`src/rtl/bios_loader.sv`:
```
// bios_loader: boot-time copy engine that moves WORD_COUNT ROM words into RAM at DEST_BASE, then releases the CPU
// Ports: clk, rst_n (async assert, active-low); start_i copy request (taken only when idle or done);
//   rom_addr_o / rom_q_i  ROM read port, one-clock read latency;
//   ram_addr_o / ram_data_o / ram_we_o / ram_ready_i  RAM write port, write held until ram_ready_i;
//   busy_o copy in progress; done_o sticky completion; cpu_hold_o low once the first copy completes;
//   checksum_o running sum of written words.
// Optional feature macro BIOS_LOADER_CHECKSUM_EN builds the checksum accumulator; without it checksum_o is 0.
module bios_loader #(
  parameter int DATA_WIDTH     = 16,
  parameter int ROM_ADDR_WIDTH = 9,
  parameter int RAM_ADDR_WIDTH = 16,
  parameter int DEST_BASE      = 0,
  parameter int WORD_COUNT     = 512
) (
  input  logic                      clk,
  input  logic                      rst_n,
  input  logic                      start_i,
  output logic [ROM_ADDR_WIDTH-1:0] rom_addr_o,
  input  logic [DATA_WIDTH-1:0]     rom_q_i,
  output logic [RAM_ADDR_WIDTH-1:0] ram_addr_o,
  output logic [DATA_WIDTH-1:0]     ram_data_o,
  output logic                      ram_we_o,
  input  logic                      ram_ready_i,
  output logic                      busy_o,
  output logic                      done_o,
  output logic                      cpu_hold_o,
  output logic [DATA_WIDTH-1:0]     checksum_o
);
  typedef enum logic [2:0] {IDLE, READ, LATCH, WRITE, DONE} state_t;
  state_t state_q, state_d;
  logic [ROM_ADDR_WIDTH-1:0] idx_q, idx_d;
  logic [RAM_ADDR_WIDTH-1:0] ram_addr_q, ram_addr_d;
  logic [DATA_WIDTH-1:0] data_q, data_d;
  logic we_q, we_d, busy_q, busy_d, done_q, done_d, hold_q, hold_d;
  logic go, accept, last;
  assign go     = (state_q == IDLE || state_q == DONE) && start_i;
  assign accept = state_q == WRITE && ram_ready_i;
  assign last   = idx_q == ROM_ADDR_WIDTH'(WORD_COUNT - 1);
  always_ff @(posedge clk or negedge rst_n) begin
    if (!rst_n) begin
      state_q    <= IDLE;
      idx_q      <= '0;
      ram_addr_q <= '0;
      data_q     <= '0;
      we_q       <= 1'b0;
      busy_q     <= 1'b0;
      done_q     <= 1'b0;
      hold_q     <= 1'b1;
    end else begin
      state_q    <= state_d;
      idx_q      <= idx_d;
      ram_addr_q <= ram_addr_d;
      data_q     <= data_d;
      we_q       <= we_d;
      busy_q     <= busy_d;
      done_q     <= done_d;
      hold_q     <= hold_d;
    end
  end
  always_comb begin
    state_d = state_q;
    case (state_q)
      IDLE, DONE: state_d = start_i ? READ : state_q;
      READ:       state_d = LATCH;
      LATCH:      state_d = WRITE;
      WRITE:      state_d = !ram_ready_i ? WRITE : last ? DONE : READ;
      default:    state_d = IDLE;
    endcase
  end
  // idx doubles as the registered ROM address, so it is already stable for the READ edge
  always_comb begin
    idx_d      = go ? '0 : (accept && !last) ? idx_q + ROM_ADDR_WIDTH'(1) : idx_q;
    data_d     = state_q == LATCH ? rom_q_i : data_q;
    ram_addr_d = state_q == LATCH ? RAM_ADDR_WIDTH'(DEST_BASE) + RAM_ADDR_WIDTH'(idx_q) : ram_addr_q;
    we_d       = state_q == LATCH ? 1'b1 : accept ? 1'b0 : we_q;
    busy_d     = go ? 1'b1 : (accept && last) ? 1'b0 : busy_q;
    done_d     = go ? 1'b0 : (accept && last) ? 1'b1 : done_q;
    hold_d     = (accept && last) ? 1'b0 : hold_q;
  end
  assign rom_addr_o = idx_q;
  assign ram_addr_o = ram_addr_q;
  assign ram_data_o = data_q;
  assign ram_we_o   = we_q;
  assign busy_o     = busy_q;
  assign done_o     = done_q;
  assign cpu_hold_o = hold_q;
`ifdef BIOS_LOADER_CHECKSUM_EN
  logic [DATA_WIDTH-1:0] sum_q, sum_d;
  assign sum_d = go ? '0 : accept ? sum_q + data_q : sum_q;
  always_ff @(posedge clk or negedge rst_n) begin
    if (!rst_n) sum_q <= '0;
    else sum_q <= sum_d;
  end
  assign checksum_o = sum_q;
`else
  assign checksum_o = '0;
`endif
endmodule

```
`config.mk`:
```
export PLATFORM = sky130hd
export DESIGN_NAME = bios_loader
export DESIGN_NICKNAME = d
export VERILOG_FILES = /design/src/rtl/bios_loader.sv
export SDC_FILE = /design/constraint.sdc
export NUM_CORES = 1
export LEC_CHECK = 0
export CORE_AREA = 3 3 69 71
export CTS_CLUSTER_DIAMETER = 80
export DETAILED_ROUTE_END_ITERATION = 10
export DIE_AREA = 0 0 72 74
export GPL_TIMING_DRIVEN = 0
export PLACE_DENSITY_LB_ADDON = 0.2
export SLEW_MARGIN = 20
export SYNTH_ARGS = -nofsm -noshare
export SYNTH_HDL_FRONTEND = slang
export SYNTH_SLANG_ARGS = --single-unit
```
`constraint.sdc`:
```
create_clock -name clk -period 3.4 [get_ports clk]
set_input_delay 0.68 -clock clk [delete_from_list [all_inputs] [get_ports clk]]
set_output_delay 0.68 -clock clk [all_outputs]
set_load 0.05 [all_outputs]
```
======== After elaboration in Yosys (flattened, before gate mapping) ========
Index checks and enable logic that the tools add are counted.
storage, ports and cells
  logic and storage cells ................. 38
  register bits ........................... 41
  output and inout port bits .............. 61
cells by class
  muxes and demuxes ....................... 12
  reduce and logical (&&, ||, !) cells .... 11
  equal/unequal tests ..................... 6
  add/subtract/negate cells ............... 1
operators with widths
  operator                                                                count
  9-bit 2-to-1 mux                                                        2
  3-bit case mux with 4 select lines                                      1
  9-bit by 1-bit adder with 9-bit output (second input constant)          1
  9-bit equality test (second input constant)                             1
  3-bit 2-to-1 mux                                                        3
  3-bit by 2-bit equality test with 1-bit output (second input constant)  2
  1-bit 2-to-1 mux                                                        6
  2-bit nonzero test                                                      3
  1-bit logical AND                                                       4
  3-bit by 1-bit equality test with 1-bit output (second input constant)  1
  3-bit equality test (second input constant)                             1
  3-bit logical NOT                                                       1
  2-bit inequality test (second input constant)                           1
  2-bit OR reduction                                                      1
  1-bit logical NOT                                                       1
  1-bit logical OR                                                        1

======== Depth between registers and ports, before layout ========
  depth after elaboration ................. 5
  depth in mapped cells ................... 7
  mapped depth without buffers ............ 7

======== Worst setup path after synthesis ========
OpenSTA, ideal clock, no wires.
  path type ............................... register -> register
  start point ............................. reg idx_q[0] (netlist: rom_addr_o[0])
  end point ............................... reg idx_q[5] (netlist: rom_addr_o[5])
  stages on the path, launching flop included .. 8
  arrival time ............................ 2.090 ns
  slack ................................... 1.233 ns
  path through ............................ dfrtp_1 ha_1 nand3_1 nor2_1 ha_1 nand4b_1 or4_1 a21oi_1
between the ends
  longest elaborated chain between the ends .. 4
RTL lines
  what                                                                                            RTL line  source
  start, declared                                                                                 31        logic [ROM_ADDR_WIDTH-1:0] idx_q, idx_d;
  start signal, assigned                                                                          51        idx_q <= idx_d;
  parallel branches: the longest is 4 deep, another holds 9-bit by 1-bit adder with 9-bit output  n/a
Parallel ways; which one is timed is not known. The select of a mux whose other input is x is not followed.
A chain may end at the register's enable or synchronous reset.

======== Worst setup path in the final report ========
  start point ............................. reg idx_q[2] (netlist: rom_addr_o[2])
  end point ............................... out rom_addr_o[2]
RTL lines
  what           RTL line  source
  end, declared  18        output logic [ROM_ADDR_WIDTH-1:0] rom_addr_o,
No word-level cell between the ends.

==> flow_metrics.tcl <==
set metrics [dict create \
    status "completed" \
    syn_to_final_growth_pct 44.10 \
    worst_ir_drop_vdd_mv 0.5621 \
    critPathLaunchType "register" \
    portBuffers 57 \
    fin_worst_skew_ns 0.005435 \
    wl_um 3767 \
    path_class "reg2out" \
    dieArea_um2 5328 \
    regArea_um2 1027 \
    multi_input_area_um2 714.4 \
    clock_sinks 41 \
    hp-class "in2async" \
    p_leak_nw 1.227 \
    fin_crit_ns 2.314 \
    path_buf_inv 1 \
    ys_ff_latch 41 \
    setup-tns-final_ns 0 \
    hold_viol_final 0 \
    async_reset_ff_share_pct 100.0 \
    synth_cell_type_count 30 \
    cellPowerDensity_nw_per_um2 916.9 \
    synth_area_per_cell_um2 12.28 \
    worstSetupEndpointType "output pin" \
    synth_warnings 0 \
    synth_area_um2 1867 \
    synth-edff-count 0 \
    slew_headroom_pct 36.75 \
    grt_max_degree 26 \
    cts_resized 0 \
    cpLargestDelayFamily "buffers and inverters" \
    worstPathCellList "clkdlybuf4s50_1" \
    nNetsFinal 261 \
    antenna_left 0 \
    cp_max_fo 8 \
    gr-total-overflow 0 \
    antenna_found_initial 0 \
    cts_post_setup_buffers_inserted 0 \
    fin_crit_sh_pct 68.05 \
    finalSetupViolations 0 \
    drt-initial-drc-count 35 \
    cts_hold_buffers 0 \
    rsz0062_at_grt "no" \
    grt_pass1_wl_um 5733 \
    gp_congestion 0.7360 \
    ys.flop_type "dfrtp_1" \
    dr.pass1.iters 4 \
    worst_slew_pin_slew_ns 0.9466 \
    critPathArrivalTime_ns 1.63 \
    num_rows 24 \
    track_usage_pct 14.10 \
    synth.top_cell.area_share_pct 53.62 \
    final_layout_size_suffix_gt1_share_pct 25.83 \
    ctsHtreeMaxLevel 2 \
    path_clk_slew_ns 0.07 \
    synthesis.instances 152 \
    antennaDiodeCount 0 \
    grt_pass1_vias 1240 \
    cts_tree "built" \
    cap_violations 0 \
    synth_top_area_cell "dfrtp_1" \
    cts_made_buffers 5 \
    slowest_stage "clkdlybuf4s50_1" \
    synth_area_leaders "dfrtp_1 54%, mux2_2 15%, buf_4 9.2%, mux2i_1 2.1%, a21oi_1 1.6%" \
    fill_cells 363 \
    die_h_um 74 \
    worstSkewPairLatency_ns 0.29 \
    clock_path_buffers 2 \
    die_w_um 72 \
    start_util_pct 43.47 \
    drc 0 \
    dp_hpwl_um 2810 \
    top_level_ports 81 \
    core_um2 4294 \
    vias 1379 \
    clockRootBuffer "clkbuf_8" \
    max_freq_mhz 432.2 \
    drv_slew 0 \
    routedWlPerCell_um 12.90 \
    cpPeakStageDelay_ns 0.86 \
    crit_required_ns 2.72 \
    yosysSeqAreaShare_pct 55.03 \
    total_power_mw 2.466 \
    viasPerCell 4.723 \
]
## stage by stage
step | worst slack [ns] | hold WS, ns | cells | utilization, % | area [um2]
after floorplan | 1.233 | 0.3844 | 174 | - | 1949
after global placement | 0.5750 | 0.4643 | 283 | 60.20 | 2585
after detailed placement | 1.100 | 0.4651 | 284 | 60.55 | 2600
after CTS | 1.061 | 0.3177 | 292 | 62.65 | 2690
after global routing | 1.004 | 0.3266 | 292 | 62.65 | 2690
final | 1.086 | 0.3205 | 292 | 62.65 | 2690
## synth_stat cells, drive strengths merged, types with 2 or more instances
cell	instances
buf	27
mux2i	4
inv	4
nand4b	2
o21ai	3
nand2b	2
o31ai	4
a21oi	6
mux2	25
nand2	8
dfrtp	40
nand3	3
a21o	2
or4	4
ha	2
nor2	4
## kinds of logic (layout without fill, tap and decap cells)
family                     count (synthesis)  count (layout)  synth area share (%)
other                                      1              23                0.2009
AOI/OAI and AO/OA                         17              17                 5.630
adders and majority gates                  2               2                 1.340
and+or+nand+nor                           31              31                 9.452
buffers and inverters                     31              97                 11.13
DFF                                       41              41                 55.03
muxes                                     29              29                 17.23
## power breakdown
group,switching (mW),total (mW),internal [mW]
Sequential,0.112,0.770,0.658
Clock,0.154,0.319,0.165
Combinational,0.873,1.38,0.505
Total,1.14,2.47,1.33
## path summary, 6_finish.rpt
kind / from / endpoint / slack (ns) / depth (start not counted)
max in group asynchronous: rst_n / cpu_hold_o$_DFFE_PN1P_ / 2.52 / 2
min in group clk: busy_o$_DFFE_PN0P_ / busy_o$_DFFE_PN0P_ / 0.48 / 1
min reg2reg: busy_o$_DFFE_PN0P_ / busy_o$_DFFE_PN0P_ / 0.48 / 1
min: rst_n / ram_data_o[3]$_DFFE_PN0P_ / 0.32 / 1
max reg2reg: rom_addr_o[0]$_DFFE_PN0P_ / rom_addr_o[7]$_DFFE_PN0P_ / 1.23 / 7
max: rom_addr_o[2]$_DFFE_PN0P_ / rom_addr_o[2] / 1.09 / 1
## layer usage
layer | track usage (%) | vias up | routed length [um] | part of all wire [%]
li1 | - | 663 | - | -
met1 | 16.49 | 648 | 1589 | 42
met2 | 23.57 | 62 | 1795 | 48
met3 | 4.459 | 6 | 323 | 8.6
met4 | 7.098 | 0 | 58 | 1.5
met5 | 0 | - | 0 | 0
## registers in the layout, indices dropped and copies added, names as in the netlist
register    count
busy_o          1
cpu_hold_o      1
done_o          1
ram_addr_o      9
ram_data_o     16
ram_we_o        1
rom_addr_o      9
state_q         3
## cell type report
type                            count  area share [%]
Sequential cell                    41           38.19
Multi-Input combinational cell    102           26.56
Timing Repair Buffer               58           21.77
Buffer                             27           7.163
Clock buffer                        8           3.349
Tap cell                           52           2.419
Inverter                            4          0.5581
## placed cells by master, fill, tap and decap left out, drive strengths merged, types with 3 or more instances in the layout
| master | n |
|---|---|
| nand3 | 3 |
| clkbuf | 8 |
| mux2i | 4 |
| dfrtp | 40 |
| a21oi | 6 |
| or4 | 4 |
| nor2 | 4 |
| o31ai | 4 |
| o21ai | 3 |
| nand2 | 8 |
| clkdlybuf4s50 | 56 |
| conb | 23 |
| mux2 | 25 |
| inv | 4 |
| buf | 29 |
No activity file was read; power rests on OpenSTA's default activity.
